`src/rtl/switch_ingress_arbiter.sv`:
```
// Packet-atomic round-robin merge of g_DEVICES Avalon-ST sources into one registered lane.
// A grant is held from SOP to EOP; the granted index travels with each output beat.
module switch_ingress_arbiter #(
    parameter int g_DEVICES    = 2,
    parameter int g_DATA_WIDTH = 32,
    parameter int g_IDX_WIDTH  = (g_DEVICES > 1) ? $clog2(g_DEVICES) : 1
) (
    input  logic                              i_clk,
    input  logic                              i_resetN,
    input  logic [g_DEVICES-1:0]              i_valid,
    input  logic [g_DEVICES*g_DATA_WIDTH-1:0] i_data,
    input  logic [g_DEVICES-1:0]              i_sop,
    input  logic [g_DEVICES-1:0]              i_eop,
    output logic [g_DEVICES-1:0]              o_ready,
    output logic                              o_valid,
    output logic [g_DATA_WIDTH-1:0]           o_data,
    output logic                              o_sop,
    output logic                              o_eop,
    output logic [g_IDX_WIDTH-1:0]            o_srcIdx,
    input  logic                              i_ready,
    output logic [g_DEVICES-1:0]              o_protoErr
);

    typedef enum logic [0:0] {StIdle, StLocked} state_e;

    state_e                   state_q, state_d;
    logic [g_IDX_WIDTH-1:0]   grant_q, grant_d;
    logic [g_IDX_WIDTH-1:0]   last_grant_q, last_grant_d;
    logic [g_IDX_WIDTH-1:0]   winner, scan_idx;
    logic                     found;

    logic [g_DEVICES-1:0]     req;
    logic [g_DEVICES-1:0]     grant_mask;
    logic                     out_free;
    logic                     xfer;
    logic                     sel_sop, sel_eop;
    logic [g_DATA_WIDTH-1:0]  sel_data;

    logic                     valid_q, sop_q, eop_q;
    logic [g_DATA_WIDTH-1:0]  data_q;
    logic [g_IDX_WIDTH-1:0]   src_idx_q;
    logic [g_DEVICES-1:0]     err_q;

    assign req = i_valid & i_sop;

    // Cyclic scan starting one past the last packet's owner.
    always_comb begin
        winner   = '0;
        found    = 1'b0;
        scan_idx = last_grant_q;
        for (int i = 0; i < g_DEVICES; i++) begin
            if (scan_idx == g_IDX_WIDTH'(g_DEVICES - 1)) begin
                scan_idx = '0;
            end else begin
                scan_idx = scan_idx + g_IDX_WIDTH'(1);
            end
            if (!found && req[scan_idx]) begin
                winner = scan_idx;
                found  = 1'b1;
            end
        end
    end

    always_comb begin
        grant_mask = '0;
        sel_sop    = 1'b0;
        sel_eop    = 1'b0;
        sel_data   = '0;
        for (int k = 0; k < g_DEVICES; k++) begin
            if (grant_q == g_IDX_WIDTH'(k)) begin
                grant_mask[k] = (state_q == StLocked);
                sel_sop       = i_sop[k];
                sel_eop       = i_eop[k];
                sel_data      = i_data[k*g_DATA_WIDTH +: g_DATA_WIDTH];
            end
        end
    end

    assign out_free = !valid_q || i_ready;
    assign o_ready  = grant_mask & {g_DEVICES{out_free}};
    assign xfer     = |(o_ready & i_valid);

    always_comb begin
        state_d      = state_q;
        grant_d      = grant_q;
        last_grant_d = last_grant_q;
        case (state_q)
            StIdle: begin
                if (found) begin
                    grant_d = winner;
                    state_d = StLocked;
                end
            end
            StLocked: begin
                if (xfer && sel_eop) begin
                    last_grant_d = grant_q;
                    state_d      = StIdle;
                end
            end
            default: state_d = StIdle;
        endcase
    end

    always_ff @(posedge i_clk or negedge i_resetN) begin
        if (!i_resetN) begin
            state_q      <= StIdle;
            grant_q      <= '0;
            last_grant_q <= g_IDX_WIDTH'(g_DEVICES - 1);
        end else begin
            state_q      <= state_d;
            grant_q      <= grant_d;
            last_grant_q <= last_grant_d;
        end
    end

    // Output stage holds its beat until the downstream accepts it, even after the FSM idles.
    always_ff @(posedge i_clk or negedge i_resetN) begin
        if (!i_resetN) begin
            valid_q   <= 1'b0;
            sop_q     <= 1'b0;
            eop_q     <= 1'b0;
            data_q    <= '0;
            src_idx_q <= '0;
        end else if (xfer) begin
            valid_q   <= 1'b1;
            sop_q     <= sel_sop;
            eop_q     <= sel_eop;
            data_q    <= sel_data;
            src_idx_q <= grant_q;
        end else if (i_ready) begin
            valid_q   <= 1'b0;
        end
    end

    // Mid-packet beats are only legal from the owner of the current grant.
    always_ff @(posedge i_clk or negedge i_resetN) begin
        if (!i_resetN) begin
            err_q <= '0;
        end else begin
            err_q <= err_q | (i_valid & ~i_sop & ~grant_mask);
        end
    end

    assign o_valid    = valid_q;
    assign o_sop      = sop_q;
    assign o_eop      = eop_q;
    assign o_data     = data_q;
    assign o_srcIdx   = src_idx_q;
    assign o_protoErr = err_q;

endmodule

```
`config.mk`:
```
export PLATFORM = sky130hd
export DESIGN_NAME = switch_ingress_arbiter
export DESIGN_NICKNAME = d
export VERILOG_FILES = /design/src/rtl/switch_ingress_arbiter.sv
export SDC_FILE = /design/constraint.sdc
export NUM_CORES = 1
export LEC_CHECK = 0
export ABC_AREA = 1
export CAP_MARGIN = 20
export CORE_MARGIN = 8
export CORE_UTILIZATION = 42
export DETAILED_ROUTE_END_ITERATION = 10
export GPL_TIMING_DRIVEN = 0
export MAX_ROUTING_LAYER = met4
export PLACE_DENSITY = 0.86
export SYNTH_ARGS = -nofsm -noshare
export SYNTH_HDL_FRONTEND = slang
export SYNTH_SLANG_ARGS = --single-unit
```
`constraint.sdc`:
```
create_clock -name i_clk -period 2.82 [get_ports i_clk]
set_clock_uncertainty 0.2 [all_clocks]
set_input_delay 0.423 -clock i_clk [delete_from_list [all_inputs] [get_ports i_clk]]
set_output_delay 0.423 -clock i_clk [all_outputs]
set_load 0.005 [all_outputs]
```
== Word level (Yosys, flattened, before mapping) ==
Index checks and enable logic that the tools add are counted.
Operators by class
  add/sub/neg operators: 2
  magnitude comparators: 2
  multiplexer cells: 20
  bitwise logic cells: 9
  reduce and logical (&&, ||, !) cells: 9
Operators with widths (count)
  32-bit two-way mux: 1
  1-bit two-way mux: 18
  2-bit bitwise AND: 5
  1-bit by 2-bit less-than comparator with 1-bit output (second input constant): 2
  2-bit inverter: 2
  2-bit AND reduction: 2
  1-bit adder (second input constant): 2
  1-bit logical AND: 2
  1-bit zero test: 2
  2-bit OR: 1
  1-bit one-hot mux with 2 select lines: 1
  2-bit nonzero test: 1
  2-bit OR reduction: 1
  1-bit logical OR: 1
  1-bit inverter: 1
Storage, ports and cells
  register bits after elaboration: 41
  output and inout port bits: 40

== Depth between registers and ports, before layout ==
  depth in word-level cells: 10
  depth in mapped cells: 8

== Worst setup path before layout ==
No wires, ideal clock.
  kind: register to output
  from: register grant_q
  to: output o_ready[0]
  data arrival time: 0.929 ns
  setup slack: 1.268 ns
  stages on the path, launching flop included: 4
  buffers on the path: 2
  cells stage by stage: dfrtp_1 > buf_2 > buf_2 > nor3_1
Between the ends
  longest elaborated chain between the ends: 2
Ends and longest elaborated chain
  from (decl): RTL line 27  | logic [g_IDX_WIDTH-1:0] grant_q, grant_d;
  from (signal assigned): RTL line 111  | grant_q <= grant_d;
  1-bit two-way mux: RTL line 70  | if (grant_q == g_IDX_WIDTH'(k)) begin
  2-bit bitwise AND: RTL line 80  | assign o_ready = grant_mask & {g_DEVICES{out_free}};
  to (decl): RTL line 14  | output logic [g_DEVICES-1:0] o_ready,
No other way between the ends.

== Worst setup path after layout ==
Same ends and word-level chain as after synthesis.

==> results.sh <==
export IMPL_status="finished, final reports clean"
export IMPL_hpwlAfterDp_mm=4.84
export IMPL_ys_warn_count=0
export IMPL_crit_top_cell="buf_2"
export IMPL_critPathTopFamily="buffers and inverters"
export IMPL_fmax_mhz=408
export IMPL_pwr_share_comb=0.550
export IMPL_fp_dieH_um=85.7
export IMPL_syn_mean_instance_area_um2=6.98
export IMPL_cts_path_max_buffers=2
export IMPL_hold_class="input pin to async pin"
export IMPL_cp_start_kind="flop"
export IMPL_grtUsageMet2=0.293
export IMPL_cts_htree_levels=2
export IMPL_setup_worst_path_start="grant_q"
export IMPL_period_share=0.869
export IMPL_rows=25
export IMPL_power_frac_seq=0.326
export IMPL_port_buffers=112
export IMPL_tightest_slew_ns=0.897
export IMPL_drive_above_1_share=0.0607
export IMPL_max_cap_viol_count=0
export IMPL_synth_cell_types=20
export IMPL_gp_congestion=0.764
export IMPL_maxSlewHeadroom=0.402
export IMPL_coreArea_mm2=0.00469
export IMPL_critical_path_class="flop to primary output"
export IMPL_die_x_um=85.7
export IMPL_drcViolationCount=0
export IMPL_multi_input_area_um2=883
export IMPL_syn2layout_area_growth_pct=62.3
export IMPL_total_power_w=0.00305
export IMPL_num_vias=2116
export IMPL_worstReg2RegStart="grant_q"
export IMPL_initial_core_util=0.434
export IMPL_r2r_slack_ns=1.26
export IMPL_wirelength_mm=6.11
export IMPL_cts_setup_buffers=0
export IMPL_vdd_ir_drop_max_uv=462
export IMPL_wire_per_inst_um=13.1
export IMPL_grt_first_pass_wirelength_mm=10.2
export IMPL_cts_inserted_buffers=5
export IMPL_cts_tree="yes"
export IMPL_path_max_fanout=10
export IMPL_clkPwrFrac=0.124
export IMPL_die_area_mm2=0.00734
export IMPL_ios=113
export IMPL_ys_seq_area_frac=0.504
export IMPL_track_usage=0.179
export IMPL_slowest_delay_ns=0.53
export IMPL_power_switching_w=0.00119
export IMPL_swShare=0.388
export IMPL_antenna_cells=0
export IMPL_cts_resized=0
export IMPL_fillers=409
export IMPL_nets=484
export IMPL_cts_sinks=41
export IMPL_syn_cell_area_mm2=0.00204
export IMPL_grt_max_degree=42
export IMPL_p_leak_nw=1.72
export IMPL_worstRegToRegCells=6
export IMPL_met3_usage=0.0592
export IMPL_via_per_inst=4.54
export IMPL_final_max_slew_viol_count=0
export IMPL_rsz0062_at_grt="false"
export IMPL_ctsHoldBuffers=0
export IMPL_grt_pass1_vias=2191
export IMPL_setup_violations=0
export IMPL_min_period_ns=2.45
export IMPL_path_clk_slew_ns=0.08
export IMPL_grt_util_met1=0.205
export IMPL_busiest_layer="met2"
export IMPL_cp_arrival_ns=1.83
export IMPL_drt_pass1_iter_count=4
export IMPL_synth_top_area_share=0.491
export IMPL_antenna_found_initial=0
export IMPL_ys_top_cells_by_area="dfrtp_1, nand2_1, buf_6, dfstp_2, buf_4"
export IMPL_ant_nets=0
export IMPL_power_internal_w=0.00187
export IMPL_synthCells=292
export IMPL_hold_viol=0
export IMPL_synth_nets=365
export IMPL_synth_seq_cells=41
export IMPL_power_density_mw_per_mm2=923
export IMPL_overflow=0
export IMPL_crit_chain="buf_2 -> buf_2 -> nor3_1 -> clkdlybuf4s50_1"
export IMPL_cp_buffers_inverters=3
export IMPL_end_kind="primary output"
export IMPL_clk_latency_ns=0.29
export IMPL_critPathRequiredTime_ns=2.20
export IMPL_synth_top_cell_by_area="dfrtp_1"
export IMPL_tns_ns=0
export IMPL_critPathSlowestCell="clkdlybuf4s50_1"
export IMPL_path_depth=4
export IMPL_root_buffer="clkbuf_8"
export IMPL_r2r_end="o_data[11]"
export IMPL_crit_end="o_ready[0]"
export IMPL_drtIter0Drc=54
export IMPL_regArea_mm2=0.00103
sequential cells by signal, indices dropped and copies added, names as in the netlist:
register,cells
grant_q,1
o_eop,1
o_protoErr,2
o_data,32
o_srcIdx,1
o_sop,1
o_valid,1
last_grant_q,1
state_q,1
cell usage after synthesis:
cell and number:
inv_1 6, inv_2 2, clkbuf_1 3, buf_2 4, nand2_1 214, o22ai_1 1
dfrtp_1 40, buf_4 3, buf_6 3, a31o_2 1, nor2_1 3, o21ai_0 1
clkinv_1 1, o21bai_1 1, dfstp_2 1, nand2_4 1, nor3_1 1, nand3_1 4
a21oi_1 1, inv_4 1
layer usage:
| layer | part of all wire | wire [µm] |
|---|---|---|
| met5 | 0 | 0 |
| met4 | 0.011 | 70 |
| met3 | 0.079 | 481 |
| met2 | 0.46 | 2840 |
| met1 | 0.45 | 2730 |
cell families (layout without fill, tap and decap cells):
kind of cell	after synthesis	in the layout	synth area share
compound gates	5	5	0.0160
buf+inv	23	143	0.0626
flops	41	41	0.504
simple gates	223	223	0.417
stage by stage:
stage               hold WS (ns)  utilization  instance area [µm²]  worst slack [ns]  instances
detailed placement         0.257        0.687                 3220             0.442        458
global placement           0.252        0.688                 3230             0.121        458
CTS                       0.0758        0.705                 3310             0.344        466
finish                    0.0490        0.705                 3310             0.371        466
floorplan                -0.0726            -                 2040              1.27        292
global route               0.126        0.705                 3310             0.271        466
layout by cell type, fill, tap and decap left out, drive strengths merged:
cell type	Yosys	routed
o22ai	1	1
nand2	215	215
o21ai	1	1
dfstp	1	1
clkinv	1	3
nor3	1	1
clkbuf	3	8
o21bai	1	1
clkinvlp	0	1
dfrtp	40	40
a21oi	1	1
clkdlybuf4s50	0	111
a31o	1	1
nand3	4	4
nor2	3	3
buf	10	11
inv	9	9
final cells by class:
class,instances,share of cell area
plain buffers,13,0.0265
multi-input cells,228,0.267
flip-flops and latches,41,0.311
repair buffers,112,0.337
clock inverters,3,0.00530
well taps,54,0.0204
clock buffers,5,0.0208
inverters,10,0.0121
worst register-to-register path: cells and delay by family (launching register included):
kind | cells | cell delay, ns
buffers and inverters | 2 | 0.58
DFF | 1 | 0.39
and+or+nand+nor | 4 | 0.30
worst min path at each step:
| stage | from | end | slack, ns | cells after the start |
|---|---|---|---|---|
| floorplan | i_resetN | grant_q | -0.07 | 0 |
| global placement | o_protoErr[1] | o_protoErr[1] | 0.25 | 1 |
| detailed placement | last_grant_q | last_grant_q | 0.26 | 2 |
| CTS | i_resetN | o_data[11] | 0.08 | 1 |
| global route | i_resetN | o_data[6] | 0.13 | 1 |
| finish | i_resetN | o_data[0] | 0.05 | 1 |
power by group through the flow:
stage	clock [W]	sequential [W]	combinational, W
floorplan	0	0.00102	0.000819
global placement	0	0.000994	0.00167
detailed placement	0	0.00101	0.00171
CTS	0.000389	0.000997	0.00171
global route	0.000408	0.00102	0.00189
finish	0.000378	0.000996	0.00168
Note: power is estimated with default switching activity, not from simulation.
==> patch 1, RTL diff (config.mk and constraints unchanged) <==
The parameter `g_DEVICES` goes from 2 to 1.
--- a/src/rtl/switch_ingress_arbiter.sv
+++ b/src/rtl/switch_ingress_arbiter.sv
@@ -3,3 +3,3 @@
 module switch_ingress_arbiter #(
-    parameter int g_DEVICES    = 2,
+    parameter int g_DEVICES    = 1,
     parameter int g_DATA_WIDTH = 32,
Interface: changed (6 resized); port bits go from 113 to 76. No check against the original RTL was run, so the function may have changed too.
==> patch 1 against the unedited design <==
Sequential share of layout area increased by 8.0 points. Critical path depth increased by 1. Design area decreased by 28%. Clock power decreased by 26%. Sequential cell count decreased by 4. Power decreased by 26%. Wire length decreased by 32%. Global-route usage decreased by 2.7 points. Setup slack got worse by 57 ps. Synthesized area decreased by 25%. Highest routed layer unchanged.
==> patch 1: results (changes against the unedited design) <==
| Metric | Value |
|---|---|
| Status | completed (unchanged) |
| R2r setup slk | 1410 ps (was 1260 ps) |
| Via density per instance | 4.797 (was 4.541) |
| Post-route setup TNS | 0 ps (unchanged) |
| Largest net degree at the start of global routing | 38 (was 42) |
| Starting DRT DRC Count | 85 (was 54) |
| DP Area | 2308 um^2 (was 3222 um^2) |
| Dominant synthesized flop cell | dfrtp_1 (unchanged) |
| Cells on worst reg2reg path | 5 (was 6) |
| Max incr delay on CP | 500 ps (was 530 ps) |
| First-pass GRT wire length | 6982 um (was 10,200 um) |
| Largest register FFs | 32 (unchanged) |
| Seq/Total Area, Yosys | 60.81% (was 50.40%) |
| Ranking of synthesized cells by area | dfrtp_1 (61%), nand2_1 (18%), nand3_1 (11%) (was dfrtp_1 (49%), nand2_1 (39%), buf_6 (1.7%)) |
| Nets | 281 (was 484) |
| Routability cong. | 0.7017 (was 0.7637) |
| Final HPWL DP | 3108 um (was 4840 um) |
| Worst Max-Slew Pin Slew | 807.1 ps (was 896.6 ps) |
| Mux contribution to synthesized area | 0% (unchanged) |
| Clock Tree Buf Depth | 2 (unchanged) |
| Layout cell share with drive strength beyond 1 | 9.053% (was 6.068%) |
| CP top delay family | buffers and inverters (unchanged) |
| Root Driver | clkbuf_4 (was clkbuf_8) |
| PD cells | 956.3 nW/um^2 (was 923.0 nW/um^2) |
| Syn. warnings | 0 (unchanged) |
| H-tree depth | 2 (unchanged) |
| Min Hold Slack | 204.9 ps (was 49.04 ps) |
| I/O Buffers | 73 (was 112) |
| Distinct cells, synth | 13 (was 20) |
| Worst-path clk slew | 100 ps (was 80 ps) |
| Peak supply drop | 0.0005237 V (was 0.0004623 V) |
| Post-synth ARST share | 100.0% (unchanged) |
| CP Max Fanout | 10 (unchanged) |
| Clock latency at the later pin of the worst-skew pair | 320 ps (was 290 ps) |
| Post-synthesis xor/xnor area fraction | 0% (unchanged) |
| CTS buffer count | 5 (unchanged) |
| Antenna violations before repair | 0 (unchanged) |
| Synth Area in Compound Gates | 1.561% (was 1.596%) |
| WHS Path Cells | 3 |
| Vias in the first global route | 1,414 (was 2,191) |
| Drt wl/cell | 14.20 um (was 13.12 um) |
| Post-synthesis adder-cell area fraction | 0% (unchanged) |
| Post-CTS Setup Bufs | 0 (unchanged) |
| Tot GR Track Use | 15.16% (was 17.89%) |
| Inserted Diodes | 0 (unchanged) |
| Mapped Nets | 200 (was 365) |
| WP data arrival | 1880 ps (was 1830 ps) |
| TritonRoute pass-1 iters | 4 (unchanged) |
| Leak Pwr | 1.153 nW (was 1.723 nW) |
| Top cells by count, synth | nand2_1 (73), dfrtp_1 (37), nand3_1 (33) (was nand2_1 (214), dfrtp_1 (40), inv_1 (6)) |
| Number of fill cells | 317 (was 409) |
| Hold Crit Class | in -> reg (was in -> async) |
[patch 1: per-stage QoR]
step                std cells  setup WS (ps)
finish                    291          313.2
global route              291          245.5
CTS                       291          297.9
detailed placement        283          293.9
global placement          283          273.7
floorplan                 162           1362
[patch 1: final timing paths]
path                                 from          to
worst max-delay path              i_ready     o_ready
worst min-delay path              i_valid  o_protoErr
worst max register to register    o_valid   o_data[7]
worst min register to register  o_data[6]   o_data[6]
max in group asynchronous        i_resetN   o_data[7]
min in group asynchronous        i_resetN   o_data[2]
[patch 1: cell type report]
cell class              instances  share of cell area, %
repair buffers                 74                  31.00
clock buffers                   7                  2.319
flip-flops and latches         37                  39.01
multi-input cells             112                  20.77
inverters                       2                 0.3163
plain buffers                  11                  4.059
well taps                      48                  2.530
[patch 1: cells by family after synthesis]
kind of cell	count (synthesis)
buffers and inverters	13
flip-flops	37
other	1
AND/OR/NAND/NOR	109
AO/OA/AOI/OAI	2
[patch 1: power breakdown]
group | switching (mW) | internal, mW
Clock | 0.160 | 0.118
Combinational | 0.442 | 0.639
Sequential | 0.136 | 0.775
Total | 0.738 | 1.53
[patch 1: tightest hold or removal path, cell delays in order]
cell	delay, ps
buf_4	150
nand2_1	70
o21bai_1	50
[patch 1: routing by layer]
metal  vias to the layer above  share of wire, %  global-route usage (%)
met5                         -                 0                       -
met4                         0              0.19                   3.462
met3                         2               7.4                   6.368
met2                        51                49                   23.22
met1                       664                43                   18.12
li1                        679                 -                       -
[patch 1: repair_timing]
action | 4_1_cts | 5_1_grt
hold buffers | 1 | 0
resized for setup | 0 | 0
hold endpoints to repair | 37 | 0
==> patch 2, RTL diff (config.mk and constraints unchanged) <==
Made on the original files. Put one more register stage on the output `o_protoErr`, with the module's reset. The value now appears one clock later. The other outputs are not delayed to match.
--- a/src/rtl/switch_ingress_arbiter.sv
+++ b/src/rtl/switch_ingress_arbiter.sv
@@ -148,3 +148,9 @@
     assign o_srcIdx   = src_idx_q;
-    assign o_protoErr = err_q;
+    always_ff @(posedge i_clk or negedge i_resetN) begin
+        if (!i_resetN) begin
+            o_protoErr <= '0;
+        end else begin
+            o_protoErr <= err_q;
+        end
+    end
 
Check against the original RTL: not equivalent (a bounded check fails within 4 cycles, from zero or initial values and one cycle with i_resetN low).
==> patch 2 against the unedited design <==
Setup slack got worse by 26 ps. Maximum frequency fell by 1.0%. Design area rose by 3.9%. Synthesized area rose by 2.5%. Sequential cell count rose by 2. Power rose by 4.6%. Clock power rose by 30%. First-iteration DRC count rose by 110%. Wire length rose by 0.75%. Synthesized cell count rose by 0.68%. Highest routed layer unchanged.
==> patch 2: results (changes against the unedited design) <==
| Metric | Value |
|---|---|
| Leak Pwr | 1.771 nW (was 1.723 nW) |
| Antenna violations before repair | 0 (unchanged) |
| CP endpoint | o_ready[0] (unchanged) |
| Starting DRT DRC Count | 116 (was 54) |
| Inserted Diodes | 0 (unchanged) |
| Final HPWL DP | 4973 um (was 4840 um) |
| First-pass GRT wire length | 10,290 um (was 10,200 um) |
| Layout cell share with drive strength beyond 1 | 6.250% (was 6.068%) |
| Root Driver | clkbuf_8 (unchanged) |
| Mapped Nets | 367 (was 365) |
| Clock Tree Buf Depth | 2 (unchanged) |
| Slew headroom | 69.97% (was 40.23%) |
| Cells on worst reg2reg path | 7 (was 6) |
| Nets | 488 (was 484) |
| Via density per instance | 4.449 (was 4.541) |
| RR Startpoint | o_valid (was grant_q) |
| TritonRoute pass-1 iters | 4 (unchanged) |
| Post-CTS sizing | 0 (unchanged) |
| Hold Crit Class | reg -> reg (was in -> async) |
| Worst r2r dst | o_data[6] (was o_data[11]) |
| Syn. warnings | 0 (unchanged) |
| Largest net degree at the start of global routing | 26 (was 42) |
| Post-synthesis xor/xnor area fraction | 0% (unchanged) |
| Post-synth ARST share | 100.0% (unchanged) |
| Seq/Total Area, Yosys | 51.59% (was 50.40%) |
| Routability cong. | 0.8244 (was 0.7637) |
| WP data arrival | 1850 ps (was 1830 ps) |
| Worst-path clk slew | 80 ps (about the same) |
| Status | completed (unchanged) |
| Top cells by count, synth | nand2_1 (214), dfrtp_1 (42), inv_1 (6) (was nand2_1 (214), dfrtp_1 (40), inv_1 (6)) |
| Mux contribution to synthesized area | 0% (unchanged) |
| Post-CTS Setup Bufs | 0 (unchanged) |
| Syn Inst Count | 294 (was 292) |
| Peak supply drop | 0.0005226 V (was 0.0004623 V) |
| Critical Path Start | grant_q (unchanged) |
| Largest register FFs | 32 (unchanged) |
| Internal power | 2.016 mW (was 1.868 mW) |
| Post-CTS Hold Fix Bufs | 1 (was 0) |
| Min Hold Slack | 182.3 ps (was 49.04 ps) |
| Post-synthesis adder-cell area fraction | 0% (unchanged) |
| Clock latency at the later pin of the worst-skew pair | 290 ps (about the same) |
| Ranking of synthesized cells by area | dfrtp_1 (50%), nand2_1 (38%), buf_6 (1.6%) (was dfrtp_1 (49%), nand2_1 (39%), buf_6 (1.7%)) |
| Drt wl/cell | 12.75 um (was 13.12 um) |
| Synth Area in Compound Gates | 1.558% (was 1.596%) |
| Tot GR Track Use | 17.78% (was 17.89%) |
| Vias in the first global route | 2,224 (was 2,191) |
-- patch 2: cell types whose count changed after synthesis --
cell,before,now
dfrtp_1,40,42
-- patch 2: metal layers --
metal	global-route usage (%)	routed length, um	up-vias
met4	3.286	46	0
met1	19.72	2603	940
li1	-	-	1122
met3	6.805	527	7
met5	-	0	-
met2	29.93	2982	80
-- patch 2: how the worst min path moves through the flow --
stage,startpoint,to,depth (start not counted)
after floorplan,i_resetN,err_q[0],0
after global placement,err_q[1],o_protoErr[1],0
after detailed placement,err_q[1],o_protoErr[1],0
after CTS,err_q[1],o_protoErr[1],0
after global routing,err_q[1],o_protoErr[1],0
final,err_q[1],o_protoErr[1],0
-- patch 2: cells by family (layout without fill, tap and decap cells) --
group                  count (synthesis)  in the layout
AND/OR/NAND/NOR                      223            223
buffers and inverters                 23            145
AO/OA/AOI/OAI                          5              5
flip-flops                            43             43
-- patch 2: metrics by stage --
| stage | worst slack [ps] | total power [mW] | cells | cell area (um^2) |
|---|---|---|---|---|
| finish | 345.0 | 3.193 | 483 | 3436 |
| global placement | 27.67 | 2.697 | 473 | 3293 |
| CTS | 336.1 | 3.242 | 483 | 3436 |
| floorplan | 1268 | 1.868 | 294 | 2088 |
| global route | 245.3 | 3.487 | 483 | 3436 |
| detailed placement | 431.0 | 2.740 | 474 | 3308 |
-- patch 2: worst max-delay path, cell delays in order, from the launching register on --
cell and delay, ps:
dfrtp_1 420, buf_2 210, buf_2 200, nor3_1 190, clkdlybuf4s50_1 530
-- patch 2: power groups by stage --
stage | Combinational, mW | Sequential, mW | Clock, mW
floorplan | 0.819 | 1.05 | 0
global placement | 1.68 | 1.02 | 0
detailed placement | 1.71 | 1.03 | 0
CTS | 1.72 | 1.02 | 0.502
global route | 1.90 | 1.06 | 0.529
finish | 1.68 | 1.02 | 0.492
-- patch 2: cell type report --
cell class	count	area, um^2
plain buffers	13	87.58
clock buffers	6	82.58
clock inverters	2	35.03
fillers	413	1319
inverters	10	40.04
multi-input cells	228	883.3
flip-flops and latches	43	1077
well taps	67	83.83
repair buffers	114	1146
